$ cat src/rtl/mips_pkg.sv
// Shared types for the MIPS execute/memory pipeline: branch encodings,
// the execute-to-memory payload and the skid-buffer state.
package mips_pkg;

  typedef enum logic [2:0] {
    BR_NONE = 3'b000,
    BR_BEQ  = 3'b001,
    BR_BNE  = 3'b010,
    BR_BLTZ = 3'b011,
    BR_BGEZ = 3'b100,
    BR_BLEZ = 3'b101,
    BR_BGTZ = 3'b110,
    BR_J    = 3'b111
  } branch_op_t;

  typedef struct packed {
    logic [31:0] y;
    logic [31:0] store_data;
    logic [4:0]  dest;
    logic        reg_write;
    logic        mem_read;
    logic        mem_write;
  } ex_mem_t;

  typedef enum logic [1:0] {
    S_EMPTY = 2'd0,
    S_ONE   = 2'd1,
    S_TWO   = 2'd2
  } buf_state_t;

endpackage

$ cat src/rtl/ex_mem_stage_if.sv
// Execute->memory stage bus: upstream handshake/payload, downstream
// handshake/payload, and the redirect/exception side-band pulses.
interface ex_mem_stage_if;
  logic        in_valid;
  logic        in_ready;
  logic [31:0] in_y;
  logic        in_z;
  logic        in_v;
  logic        in_n;
  logic [31:0] in_store_data;
  logic [4:0]  in_dest;
  logic        in_reg_write;
  logic        in_mem_read;
  logic        in_mem_write;
  logic [2:0]  in_branch_op;
  logic [31:0] in_branch_target;
  logic [31:0] in_pc;
  logic        in_trap_en;
  logic        flush;
  logic        out_valid;
  logic        out_ready;
  logic [31:0] out_y;
  logic [31:0] out_store_data;
  logic [4:0]  out_dest;
  logic        out_reg_write;
  logic        out_mem_read;
  logic        out_mem_write;
  logic        redirect_valid;
  logic [31:0] redirect_pc;
  logic        exc_valid;
  logic [31:0] exc_pc;

  // Driver side: execute stage + memory stage + pipeline control.
  modport master (
    output in_valid, in_y, in_z, in_v, in_n, in_store_data, in_dest,
           in_reg_write, in_mem_read, in_mem_write, in_branch_op,
           in_branch_target, in_pc, in_trap_en, flush, out_ready,
    input  in_ready, out_valid, out_y, out_store_data, out_dest,
           out_reg_write, out_mem_read, out_mem_write,
           redirect_valid, redirect_pc, exc_valid, exc_pc
  );

  // The stage itself.
  modport slave (
    input  in_valid, in_y, in_z, in_v, in_n, in_store_data, in_dest,
           in_reg_write, in_mem_read, in_mem_write, in_branch_op,
           in_branch_target, in_pc, in_trap_en, flush, out_ready,
    output in_ready, out_valid, out_y, out_store_data, out_dest,
           out_reg_write, out_mem_read, out_mem_write,
           redirect_valid, redirect_pc, exc_valid, exc_pc
  );
endinterface

$ cat src/rtl/ex_mem_stage_branch_resolve.sv
// Combinational branch condition evaluation from ALU z/n flags.
module branch_resolve
  import mips_pkg::*;
(
  input  branch_op_t branch_op,
  input  logic       z,
  input  logic       n,
  output logic       taken
);
  always_comb begin
    taken = 1'b0;
    unique case (branch_op)
      BR_NONE: taken = 1'b0;
      BR_BEQ:  taken = z;
      BR_BNE:  taken = ~z;
      BR_BLTZ: taken = n;
      BR_BGEZ: taken = ~n;
      BR_BLEZ: taken = n | z;
      BR_BGTZ: taken = ~n & ~z;
      BR_J:    taken = 1'b1;
      default: taken = 1'b0;
    endcase
  end
endmodule

$ cat src/rtl/ex_mem_stage.sv
// Execute->memory stage: two-entry skid buffer, branch redirect and
// optional signed-overflow trap (enable with `define OVERFLOW_TRAP_EN).
module ex_mem_stage
  import mips_pkg::*;
(
  input logic          clk,
  input logic          reset,
  ex_mem_stage_if.slave bus
);
  buf_state_t  state, state_nxt;
  ex_mem_t     head, skid, in_ent;
  logic        in_ready_q;
  logic        acc, xfer, squash, taken, trap;
  logic        head_ld, head_from_skid, skid_ld;
  logic        redir_q, exc_q;
  logic [31:0] redir_pc_q, exc_pc_q;

  // A redirect/exception pulse in flight means this cycle's input is on
  // the wrong path; flush overrides everything.
  assign squash = redir_q | exc_q;
  assign acc    = bus.in_valid & in_ready_q & ~squash & ~bus.flush;
  assign xfer   = (state != S_EMPTY) & bus.out_ready;

`ifdef OVERFLOW_TRAP_EN
  assign trap = bus.in_trap_en & bus.in_v;
`else
  logic unused_trap_in;
  assign unused_trap_in = bus.in_trap_en ^ bus.in_v;
  assign trap = 1'b0;
`endif

  branch_resolve u_br (
    .branch_op (branch_op_t'(bus.in_branch_op)),
    .z         (bus.in_z),
    .n         (bus.in_n),
    .taken     (taken)
  );

  always_comb begin
    in_ent            = '0;
    in_ent.y          = bus.in_y;
    in_ent.store_data = bus.in_store_data;
    in_ent.dest       = bus.in_dest;
    in_ent.reg_write  = bus.in_reg_write & ~trap;
    in_ent.mem_read   = bus.in_mem_read;
    in_ent.mem_write  = bus.in_mem_write;
  end

  always_comb begin
    state_nxt      = state;
    head_ld        = 1'b0;
    head_from_skid = 1'b0;
    skid_ld        = 1'b0;
    unique case (state)
      S_EMPTY: if (acc) begin
        state_nxt = S_ONE;
        head_ld   = 1'b1;
      end
      S_ONE: begin
        unique case ({acc, xfer})
          2'b10: begin state_nxt = S_TWO; skid_ld = 1'b1; end
          2'b01: state_nxt = S_EMPTY;
          2'b11: head_ld = 1'b1;
          default: ;
        endcase
      end
      S_TWO: if (xfer) begin
        state_nxt      = S_ONE;
        head_from_skid = 1'b1;
      end
      default: state_nxt = S_EMPTY;
    endcase
    if (bus.flush) state_nxt = S_EMPTY;
  end

  always_ff @(posedge clk or posedge reset) begin
    if (reset) begin
      state      <= S_EMPTY;
      in_ready_q <= 1'b1;
      head       <= '0;
      skid       <= '0;
    end else begin
      state      <= state_nxt;
      in_ready_q <= (state_nxt != S_TWO);
      if (head_ld)             head <= in_ent;
      else if (head_from_skid) head <= skid;
      if (skid_ld)             skid <= in_ent;
    end
  end

  // Trap outranks a (malformed) taken branch on the same entry.
  always_ff @(posedge clk or posedge reset) begin
    if (reset) begin
      redir_q    <= 1'b0;
      redir_pc_q <= '0;
    end else if (bus.flush) begin
      redir_q    <= 1'b0;
    end else begin
      redir_q <= acc & taken & ~trap;
      if (acc & taken & ~trap) redir_pc_q <= bus.in_branch_target;
    end
  end

`ifdef OVERFLOW_TRAP_EN
  always_ff @(posedge clk or posedge reset) begin
    if (reset) begin
      exc_q    <= 1'b0;
      exc_pc_q <= '0;
    end else if (bus.flush) begin
      exc_q    <= 1'b0;
    end else begin
      exc_q <= acc & trap;
      if (acc & trap) exc_pc_q <= bus.in_pc;
    end
  end
`else
  logic [31:0] unused_pc;
  assign unused_pc = bus.in_pc;
  assign exc_q     = 1'b0;
  assign exc_pc_q  = '0;
`endif

  assign bus.in_ready       = in_ready_q;
  assign bus.out_valid      = (state != S_EMPTY);
  assign bus.out_y          = head.y;
  assign bus.out_store_data = head.store_data;
  assign bus.out_dest       = head.dest;
  assign bus.out_reg_write  = head.reg_write;
  assign bus.out_mem_read   = head.mem_read;
  assign bus.out_mem_write  = head.mem_write;
  assign bus.redirect_valid = redir_q;
  assign bus.redirect_pc    = redir_pc_q;
  assign bus.exc_valid      = exc_q;
  assign bus.exc_pc         = exc_pc_q;
endmodule

$ cat src/flat_wrapper.sv
// flat-port wrapper written by rule: the top's interface ports become plain ports
module ex_mem_stage_flat import mips_pkg::*;
  (clk, reset, bus_in_valid, bus_in_y, bus_in_z, bus_in_v, bus_in_n, bus_in_store_data, bus_in_dest, bus_in_reg_write, bus_in_mem_read, bus_in_mem_write, bus_in_branch_op, bus_in_branch_target, bus_in_pc, bus_in_trap_en, bus_flush, bus_out_ready, bus_in_ready, bus_out_valid, bus_out_y, bus_out_store_data, bus_out_dest, bus_out_reg_write, bus_out_mem_read, bus_out_mem_write, bus_redirect_valid, bus_redirect_pc, bus_exc_valid, bus_exc_pc);
  ex_mem_stage_if bus_i ();
  input logic clk;
  input logic reset;
  input wire logic [$bits(bus_i.in_valid)-1:0] bus_in_valid;
  input wire logic [$bits(bus_i.in_y)-1:0] bus_in_y;
  input wire logic [$bits(bus_i.in_z)-1:0] bus_in_z;
  input wire logic [$bits(bus_i.in_v)-1:0] bus_in_v;
  input wire logic [$bits(bus_i.in_n)-1:0] bus_in_n;
  input wire logic [$bits(bus_i.in_store_data)-1:0] bus_in_store_data;
  input wire logic [$bits(bus_i.in_dest)-1:0] bus_in_dest;
  input wire logic [$bits(bus_i.in_reg_write)-1:0] bus_in_reg_write;
  input wire logic [$bits(bus_i.in_mem_read)-1:0] bus_in_mem_read;
  input wire logic [$bits(bus_i.in_mem_write)-1:0] bus_in_mem_write;
  input wire logic [$bits(bus_i.in_branch_op)-1:0] bus_in_branch_op;
  input wire logic [$bits(bus_i.in_branch_target)-1:0] bus_in_branch_target;
  input wire logic [$bits(bus_i.in_pc)-1:0] bus_in_pc;
  input wire logic [$bits(bus_i.in_trap_en)-1:0] bus_in_trap_en;
  input wire logic [$bits(bus_i.flush)-1:0] bus_flush;
  input wire logic [$bits(bus_i.out_ready)-1:0] bus_out_ready;
  output wire logic [$bits(bus_i.in_ready)-1:0] bus_in_ready;
  output wire logic [$bits(bus_i.out_valid)-1:0] bus_out_valid;
  output wire logic [$bits(bus_i.out_y)-1:0] bus_out_y;
  output wire logic [$bits(bus_i.out_store_data)-1:0] bus_out_store_data;
  output wire logic [$bits(bus_i.out_dest)-1:0] bus_out_dest;
  output wire logic [$bits(bus_i.out_reg_write)-1:0] bus_out_reg_write;
  output wire logic [$bits(bus_i.out_mem_read)-1:0] bus_out_mem_read;
  output wire logic [$bits(bus_i.out_mem_write)-1:0] bus_out_mem_write;
  output wire logic [$bits(bus_i.redirect_valid)-1:0] bus_redirect_valid;
  output wire logic [$bits(bus_i.redirect_pc)-1:0] bus_redirect_pc;
  output wire logic [$bits(bus_i.exc_valid)-1:0] bus_exc_valid;
  output wire logic [$bits(bus_i.exc_pc)-1:0] bus_exc_pc;
  assign bus_i.in_valid = bus_in_valid;
  assign bus_i.in_y = bus_in_y;
  assign bus_i.in_z = bus_in_z;
  assign bus_i.in_v = bus_in_v;
  assign bus_i.in_n = bus_in_n;
  assign bus_i.in_store_data = bus_in_store_data;
  assign bus_i.in_dest = bus_in_dest;
  assign bus_i.in_reg_write = bus_in_reg_write;
  assign bus_i.in_mem_read = bus_in_mem_read;
  assign bus_i.in_mem_write = bus_in_mem_write;
  assign bus_i.in_branch_op = bus_in_branch_op;
  assign bus_i.in_branch_target = bus_in_branch_target;
  assign bus_i.in_pc = bus_in_pc;
  assign bus_i.in_trap_en = bus_in_trap_en;
  assign bus_i.flush = bus_flush;
  assign bus_i.out_ready = bus_out_ready;
  assign bus_in_ready = bus_i.in_ready;
  assign bus_out_valid = bus_i.out_valid;
  assign bus_out_y = bus_i.out_y;
  assign bus_out_store_data = bus_i.out_store_data;
  assign bus_out_dest = bus_i.out_dest;
  assign bus_out_reg_write = bus_i.out_reg_write;
  assign bus_out_mem_read = bus_i.out_mem_read;
  assign bus_out_mem_write = bus_i.out_mem_write;
  assign bus_redirect_valid = bus_i.redirect_valid;
  assign bus_redirect_pc = bus_i.redirect_pc;
  assign bus_exc_valid = bus_i.exc_valid;
  assign bus_exc_pc = bus_i.exc_pc;
  ex_mem_stage u_core (.clk(clk), .reset(reset), .bus(bus_i));
endmodule
$ cat config.mk
export PLATFORM = sky130hd
export DESIGN_NAME = ex_mem_stage_flat
export DESIGN_NICKNAME = d
export VERILOG_FILES = /design/src/rtl/mips_pkg.sv /design/src/rtl/ex_mem_stage_if.sv /design/src/rtl/ex_mem_stage_branch_resolve.sv /design/src/rtl/ex_mem_stage.sv /design/src/flat_wrapper.sv
export SDC_FILE = /design/constraint.sdc
export NUM_CORES = 1
export LEC_CHECK = 0
export BUFFER_PORTS_ARGS = -buffer_cell sky130_fd_sc_hd__buf_4
export CAP_MARGIN = 30
export CORE_UTILIZATION = 52
export CTS_BUF_LIST = sky130_fd_sc_hd__clkbuf_4
export DETAILED_ROUTE_END_ITERATION = 10
export MAX_ROUTING_LAYER = met4
export PLACE_DENSITY = 0.81
export REMOVE_ABC_BUFFERS = 1
export SLEW_MARGIN = 40
export SYNTH_ARGS = -nofsm -noshare
export SYNTH_HDL_FRONTEND = slang
export SYNTH_SLANG_ARGS = --single-unit
$ cat constraint.sdc
create_clock -name clk -period 10.6 [get_ports clk]
set_input_delay 0 -clock clk [delete_from_list [all_inputs] [get_ports clk]]
set_output_delay 0 -clock clk [all_outputs]
set_load 0.03 [all_outputs]
# Word level (Yosys, flattened, before mapping)
# Index checks and enable logic that the tools add are counted.
[totals] regBits=180 output_inout_bits=140 word_cells=61
[classes] n_eq_ne=13 mux=16 bitwise=11 reduce_logical=5
[ops] operator="2-to-1 mux 72 bit" count=2
[ops] operator="== test 3 bit (second input constant)" count=4
[ops] operator="one-hot mux 1 bit (8 select lines)" count=1
[ops] operator="2-to-1 mux 1 bit" count=7
[ops] operator="AND 1 bit" count=6
[ops] operator="== test 2 bit (second input constant)" count=3
[ops] operator="== test 3 x 2 -> 1 bit (second input constant)" count=2
[ops] operator="2-to-1 mux 2 bit" count=3
[ops] operator="one-hot mux 2 bit (3 select lines)" count=1
[ops] operator="== test 2 x 1 -> 1 bit (second input constant)" count=2
[ops] operator="NOT 1 bit" count=4
[ops] operator="one-hot mux 2 bit (2 select lines)" count=1
[ops] operator="nonzero test 2 bit" count=2
[ops] operator="== test 3 x 1 -> 1 bit (second input constant)" count=1
[ops] operator="zero test 3 bit" count=1
[ops] operator="zero test 2 bit" count=1
[ops] operator="!= test 2 bit (second input constant)" count=1
[ops] operator="one-hot mux 1 bit (2 select lines)" count=1
[ops] operator="AND reduction 2 bit" count=1
[ops] operator="OR 1 bit" count=1

# Depth between registers and ports, before layout
# Gate-level depths: netlist (run 1).
[depth] word_depth=8 mapped_depth=9 depth_no_buf=7

# By module
# A second synthesis (run 1) with hierarchy kept.
[hier_totals] hier_cells=516 hier_area_um2=8111.5
[by_module_without_submodules] module="ex_mem_stage" instances=1 cells_each=510 area_per_inst_um2=8070.2 seq_area_each_um2=4505.6
[by_module_without_submodules] module="branch_resolve" instances=1 cells_each=6 area_per_inst_um2=41.3 seq_area_each_um2=0.0

# Least setup slack after synthesis (run 1)
# Ideal clock, no wire load.
[synth_timing] path_kind="reg2reg" start="register u_core.state[0]" end="register u_core.head, in the netlist u_core.bus.out_dest[0]" setup_ns=0.125 arrival_ns=1.951 required_ns=10.475 setup_slack_ns=8.524 stages_incl_launch_ff=10 n_path_buf=2 cell_sequence="dfrtp_1 -> or2_1 -> nand2_1 -> inv_1 -> ha_1 -> nand3b_1 -> o21a_1 -> buf_4 -> buf_6 -> mux2_4"
[synth_via] elab_chain_cells=6 word_cells_on_any_way=12
[synth_lines] item="start: declaration" line="ex_mem_stage.sv:10" rtl="buf_state_t state, state_nxt;"
[synth_lines] item="start signal: assignment" line="ex_mem_stage.sv:83" rtl="state <= state_nxt;"
[synth_lines] item="nonzero test 2 bit *"
[synth_lines] item="net bus_out_valid" line="flat_wrapper.sv:24" rtl="output wire logic [$bits(bus_i.out_valid)-1:0] bus_out_valid;"
[synth_lines] item="AND 1 bit *" line="ex_mem_stage.sv:22" rtl="assign xfer = (state != S_EMPTY) & bus.out_ready;"
[synth_lines] item="== test 2 bit" line="ex_mem_stage.sv:60" rtl="unique case ({acc, xfer})"
[synth_lines] item="2-to-1 mux 1 bit" line="ex_mem_stage.sv:60"
[synth_lines] item="one-hot mux 1 bit (2 select lines)" line="ex_mem_stage.sv:54" rtl="unique case (state)"
[synth_lines] item="2-to-1 mux 72 bit / nonzero test 2 bit (equally long branches)"
[synth_lines] item="end signal: assignment" line="ex_mem_stage.sv:85" rtl="if (head_ld) head <= in_ent;"
[synth_lines] item="end signal: assignment" line="ex_mem_stage.sv:86" rtl="else if (head_from_skid) head <= skid;"
[synth_lines] item="end: declaration" line="ex_mem_stage.sv:11" rtl="ex_mem_t head, skid, in_ent;"
# The timed path passes the listed nets; every way through them passes the cells marked *.
# A chain may end at the register's enable or synchronous reset.

# Worst setup path after layout (run 1)
[layout_timing] start="register u_core.redir_q (netlist: u_core.bus.redirect_valid)" end="register u_core.head, in the netlist u_core.bus.out_store_data[4]"
[layout_via] elab_chain_cells=7 word_cells_on_any_way=9
[layout_lines] item="start: declaration" line="ex_mem_stage.sv:15" rtl="logic redir_q, exc_q;"
[layout_lines] item="start signal: assignment" line="ex_mem_stage.sv:99" rtl="redir_q <= acc & taken & ~trap;"
[layout_lines] item="NOT 1 bit *" line="ex_mem_stage.sv:21" rtl="assign acc = bus.in_valid & in_ready_q & ~squash & ~bus.flush;"
[layout_lines] item="AND 1 bit * (2 in a row)" line="ex_mem_stage.sv:21"
[layout_lines] item="== test 2 bit" line="ex_mem_stage.sv:60"
[layout_lines] item="2-to-1 mux 1 bit" line="ex_mem_stage.sv:60"
[layout_lines] item="one-hot mux 1 bit (2 select lines) *" line="ex_mem_stage.sv:54"
[layout_lines] item="2-to-1 mux 72 bit / nonzero test 2 bit (equally long branches)"
# Every way passes the cells marked *; elsewhere a longest branch is shown, timed or not.

==> metrics, run 1 <==
outcome=finished clean; Iter 0 DRT Violations=between 300 and 400; clk root buf=clkbuf_4; WP data required=11.06 ns; Fin. Hold Viols=0; clock sink count=180; number of synthesized flops with an enable pin=0; largest net degree at the start of global routing=106; Reg clk slew, reported paths=between 0.15 and 0.2 ns; clock skew=0.0320 ns; Tmin final=between 2 and 3 ns; layout cells sized above 1=0.492; # DRC=0; Max Cap Viol=0; ys flop type=dfrtp_1; row count=47; async set or reset register ratio after synthesis=1.00; total grt overflow=0; launching point of the worst reg2reg path=u_core.bus.redirect_valid; critical-path maximum fanout=49; H-tree level count=4; Yosys Warn Count=0; Reg area=4510 um2; Final TNS setup=0 ns; Post-DP HPWL=13.0 mm; area of the multi-input gates=4060 um2; fillers=1075; die span in y=roughly 130 um; critical setup path kind=reg2reg; Slew Viols, Final=0; Hold Path Class=in2reg; antenna cell count=0; RSZ-0062 raised after global routing=false; worst reg2reg path depth=8; Place WS=a little under 8 ns; Max Freq=~350 MHz; HP Start=bus_in_branch_op[2]; sequential area share after synthesis=0.503; Worst setup SP type=flip-flop; Vias per Instance=about 5.5; Syn Inst Count=roughly 670; post-synth cell types=31; CP Capture Type=flip-flop; die area=roughly 18000 um2; static leakage=approximately 0.0056 uW; DRT Pass-1 Iters=5; clock latency on the worst-skew pair=0.56 ns; Max VDD drop=approximately 130 uV; first-pass GRT wire length=36.3 mm; Via Count=approximately 6700; clock tree buffer depth=2; Routed WL per cell=roughly 19 um; post-synth top area share=0.500; FF-to-FF End=u_core.bus.out_store_data[4]; post-synth top area cell=dfrtp_1; synth cell count leaders=dfrtp_1, mux2_2, mux2_4; Period Utilization, post-route=0.272; initial antenna violation count=0; syn avg cell area=13.3 um2; pwr dens=196 nW/um2; total power=approximately 2400 uW; Port Buf Inserts=220; final wirelength=around 23 mm; I/O pin cnt=between 200 and 300; CTS buffer count=17; Final #Nets=between 1000 and 1500; R2R Setup Slk=around 7.7 ns; Final Setup Violations=0; hold endpoint=u_core.bus.redirect_pc[4]; max_slew headroom=0.495; Core Region=between 15000 and 20000 um2; CTS tree=yes; vias in the first global route=about 7000; area growth from synthesis to layout=35.0%; starting density of the core=0.537; Die Width=roughly 130 um; flops & latches, synth=between 150 and 200; ranking of synthesized cells by area=dfrtp_1, mux2_2, mux2_4; Worst Max-Slew Pin Slew=0.757 ns; Post-Syn Area=roughly 9000 um2; gr usage total=0.268; Placer Congestion=0.819; Final WS setup=7.72 ns; post-route ant nets=0; hold depth=5; WP data arrival=around 3.3 ns; top-count cell post-synth=dfrtp_1
[stage by stage]
step	std cells	hold WS [ns]	area (um2)	utilization
floorplan	617	0.0656	8560	-
global placement	1067	0.190	10600	0.634
detailed placement	1070	0.191	10600	0.636
CTS	1212	0.0390	12100	0.723
global route	1214	0.0622	12100	0.725
finish	1214	0.105	12100	0.725
[layout by cell type (no fill, tap or decap), types with 4 or more instances in the layout]
cell type,netlist,final
dfrtp_1,179,179
a32oi_1,32,32
bufinv_16,0,4
dlygate4sd3_1,0,111
o21ai_0,63,63
buf_4,34,228
clkbuf_4,0,19
conb_1,1,33
mux2_2,146,146
mux2_4,70,70
o211ai_1,32,32
buf_6,7,5
nor2b_1,34,33
[critical path, stage by stage (launching register included)]
cell       delay, ns
dfrtp_1         0.38
nand4bb_1       0.13
buf_4           0.32
inv_1           0.14
ha_1            0.20
nand3b_1        0.09
o21a_4          0.46
buf_6           0.58
mux2_2          0.41
[area by class of cell]
class / count / share of cell area
tap: 220 / 0.0227
clock inverter: 13 / 0.0163
multi-input combinational: 433 / 0.335
sequential: 180 / 0.372
clock buffer: 19 / 0.0118
timing repair buffer: 345 / 0.240
inverter: 4 / 0.00186
[where the power goes]
| part | total, uW | leakage (uW) | internal (uW) | switching [uW] |
|---|---|---|---|---|
| sequential | 1020 | 0.00213 | 887 | 129 |
| combinational | 906 | 0.00332 | 449 | 457 |
| clock | 448 | 0.000178 | 198 | 250 |
| total | 2370 | 0.00562 | 1530 | 836 |
[kinds of logic after synthesis]
group           Yosys count  synth area share
mux                     217             0.302
fa+ha+maj                 2           0.00279
compound gates          136             0.101
flops                   180             0.503
other cells               1          0.000418
buf+inv                  91            0.0608
simple gates             45            0.0310
[what timing repair did]
| action | 4_1_cts | 5_1_grt |
|---|---|---|
| hold endpoints to repair | 284 | 34 |
| setup buffers | 0 | 0 |
| gates resized for setup | 0 | 0 |
| hold buffers | 110 | 1 |
[layer usage]
layer  part of all wire  vias up  global-route usage
li1                   -     3025                   -
met4              0.019        0              0.0846
met3              0.072       40              0.0620
met2               0.51      311               0.447
met5                  0        -                   -
met1               0.40     3302               0.321
[sequential cells by signal, indices dropped and copies added, names as in the netlist]
register,count
u_core.state,2
u_core.bus.out_dest,5
u_core.bus.out_mem_read,1
u_core.bus.redirect_pc,32
u_core.bus.out_mem_write,1
u_core.bus.redirect_valid,1
u_core.bus.out_y,32
u_core.bus.out_reg_write,1
u_core.skid,72
u_core.bus.in_ready,1
u_core.bus.out_store_data,32
[how the worst max path moves through the flow]
stage                                   start                           end
floorplan                               reset        u_core.bus.out_dest[0]
global placement    u_core.bus.redirect_valid               u_core.skid[70]
detailed placement        u_core.bus.in_ready  u_core.bus.out_store_data[4]
CTS                 u_core.bus.redirect_valid  u_core.bus.out_store_data[3]
global route        u_core.bus.redirect_valid  u_core.bus.out_store_data[3]
finish              u_core.bus.redirect_valid  u_core.bus.out_store_data[4]
(Power assumes the default switching activity.)
==> run 2: changes to the inputs <==
- CORE_UTILIZATION: 52 -> 48
- PLACE_DENSITY: 0.81 -> 0.79
- clock period: 10.6 -> 2.31 ns (I/O delays scaled with it)
==> metrics, run 2 (synthesis results as in run 1) <==
max FFs per register=72 (unchanged); outcome=finished with violations (was finished clean); Post-DP HPWL=13.5 mm (was 13.0 mm); Worst Max-Slew Pin Slew=0.675 ns (was 0.757 ns); Final WS setup=0.124 ns (was 7.72 ns); # DRC=13 (was 0); Period Utilization, post-route=0.946; H-tree level count=4 (unchanged); WP data required=2.83 ns (was 11.06 ns); critical-path maximum fanout=33 (was 49); post-route ant nets=0 (unchanged); die span in y=139 um (was 133 um); Via Count=6835 (was 6678); top metal layer carrying routed signals=met4 (unchanged); clock latency on the worst-skew pair=0.59 ns (was 0.56 ns); die area=19200 um2 (was 17800 um2); CP peak stage delay=0.61 ns (was 0.58 ns); Final #Nets=1160 (was 1131); Slowest cell on crit path=dlygate4sd3_1 (was buf_6); gr usage total=0.250 (was 0.268); Layout Cells excl Fill=1254 (was 1214); row count=49 (was 47); initial antenna violation count=2 (was 0); final wirelength=22.9 mm (was 22.5 mm); fillers=1228 (was 1075); Slew Viols, Final=0 (unchanged); CP most frequent cell=dlygate4sd3_1; Port Buf Inserts=220 (unchanged); CTS tree=yes (unchanged); clk root buf=clkbuf_4 (unchanged); starting density of the core=0.494 (was 0.537); vias in the first global route=7283 (was 6952); Tmin final=around 2.2 ns; Routed WL per cell=18.2 um (was 18.6 um); Finished Core Util=0.685 (was 0.725); WP data arrival=2.71 ns (was 3.34 ns); Cell Chain, Critical Path=dlygate4sd3_1 -> buf_4 -> a22oi_1 -> buf_6 -> o21ai_0 -> dlygate4sd3_1 -> o211ai_1 -> dlygate4sd3_1 (was nand4bb_1 -> buf_4 -> inv_1 -> ha_1 -> nand3b_1 -> o21a_4 -> buf_6 -> mux2_2); Fin. Hold Viols=0 (unchanged); CTS buffer count=17 (unchanged); Max Freq=458 MHz; placed cells=1088 (was 1070); Final TNS setup=0 ns (unchanged); DRT Pass-1 Iters=10 (was 5); layout cells sized above 1=0.485 (was 0.492); Core Region=18100 um2 (was 16700 um2); total grt overflow=0 (unchanged); critical setup path kind=in2reg (was reg2reg); placed cell area=10800 um2 (was 10600 um2); routed wl met2=11.7 mm (was 11.4 mm); Hold Path Class=in2reg (unchanged); pwr dens=873 nW/um2 (was 196 nW/um2); largest net degree at the start of global routing=73 (was 106); first-pass GRT wire length=37.1 mm (was 36.3 mm); Iter 0 DRT Violations=476 (was 362); Placer Congestion=0.810 (was 0.819); Max Cap Viol=0 (unchanged); commonest cells after routing, fill and taps aside=buf_4, dfrtp_1, mux2_2, dlygate4sd3_1, mux2_4 (unchanged); Die Width=139 um (was 133 um); DR WL met3=1.01 mm (was 1.61 mm); clock tree buffer depth=2 (unchanged); failing checks=design-rule violations; CP Capture Type=flip-flop (unchanged); Biggest register=u_core.skid (unchanged); clock skew=0.0327 ns (was 0.0320 ns); Reg clk slew, reported paths=0.17 ns (was 0.16 ns); # Post-CTS Setup Buffers=0 (unchanged); Final Cell Area=12400 um2 (was 12100 um2); RSZ-0062 raised after global routing=false (unchanged); Vias per Instance=5.45 (was 5.50); Max VDD drop=557 uV (was 134 uV); clock sink count=180 (unchanged); I/O pin cnt=288 (unchanged); Worst setup SP type=input pin (was flip-flop); area growth from synthesis to layout=38.6% (was 35.0%); static leakage=0.00575 uW (was 0.00562 uW); max_slew headroom=0.550 (was 0.495); Place WS=0.155 ns (was 7.76 ns); commonest non-fill, non-tap cell in the layout=buf_4 (unchanged); M1 wire length=9.04 mm (about the same); Final Setup Violations=0 (unchanged)
==> run 2: what timing repair did <==
action	4_1_cts	5_1_grt
endpoints found under the setup margin	0	1
endpoints found under the hold margin	321	0
gates resized for setup	0	2
hold buffers	132	0
==> run 2: final timing paths <==
kind                                      from                            end  slack, ns  cells past startpoint
max                                   bus_in_n     u_core.bus.redirect_pc[26]       0.12                      8
min                        bus_in_branch_op[2]     u_core.bus.redirect_pc[28]       0.07                      5
max reg2reg                    u_core.state[1]  u_core.bus.out_store_data[27]       0.16                      8
min reg2reg                    u_core.skid[43]                u_core.skid[43]       0.52                      1
max in group asynchronous                reset  u_core.bus.out_store_data[15]       1.46                      4
min in group asynchronous                reset           u_core.bus.out_y[10]       0.09                      3
==> run 2: layout make-up <==
type | count | area (um2) | area share
antenna | 2 | 5.00 | 0.000403
clock buffer | 17 | 128 | 0.0103
clock inverter | 15 | 198 | 0.0159
inverter | 4 | 20.0 | 0.00161
multi-input combinational | 433 | 4050 | 0.326
sequential | 180 | 4510 | 0.362
tap | 229 | 287 | 0.0231
timing repair buffer | 374 | 3230 | 0.260
==> run 2: report_power, final <==
part | switching (uW) | internal [uW] | total [uW]
Combinational | 2110 | 2130 | 4250
Sequential | 578 | 4070 | 4650
Clock | 1330 | 627 | 1950
==> run 2: per-layer routing <==
layer | up-vias | track usage
met4 | 0 | 0.153
met1 | 3393 | 0.283
met2 | 264 | 0.414
met5 | - | -
li1 | 3091 | -
met3 | 87 | 0.0473
==> run 2: per-stage QoR <==
step / hold WS, ns / total power, uW
5_1_grt: 0.0511 / 11400
6_report: 0.0669 / 10800
2_1_floorplan: 0.0656 / 7240
4_1_cts: 0.0127 / 10800
3_3_place_gp: 0.167 / 8520
3_5_place_dp: 0.164 / 8670
==> run 2: worst max-delay path, delay by kind of cell <==
family                 cells  cell delay [ns]
AOI/OAI and AO/OA          3             0.48
buffers and inverters      5             2.20
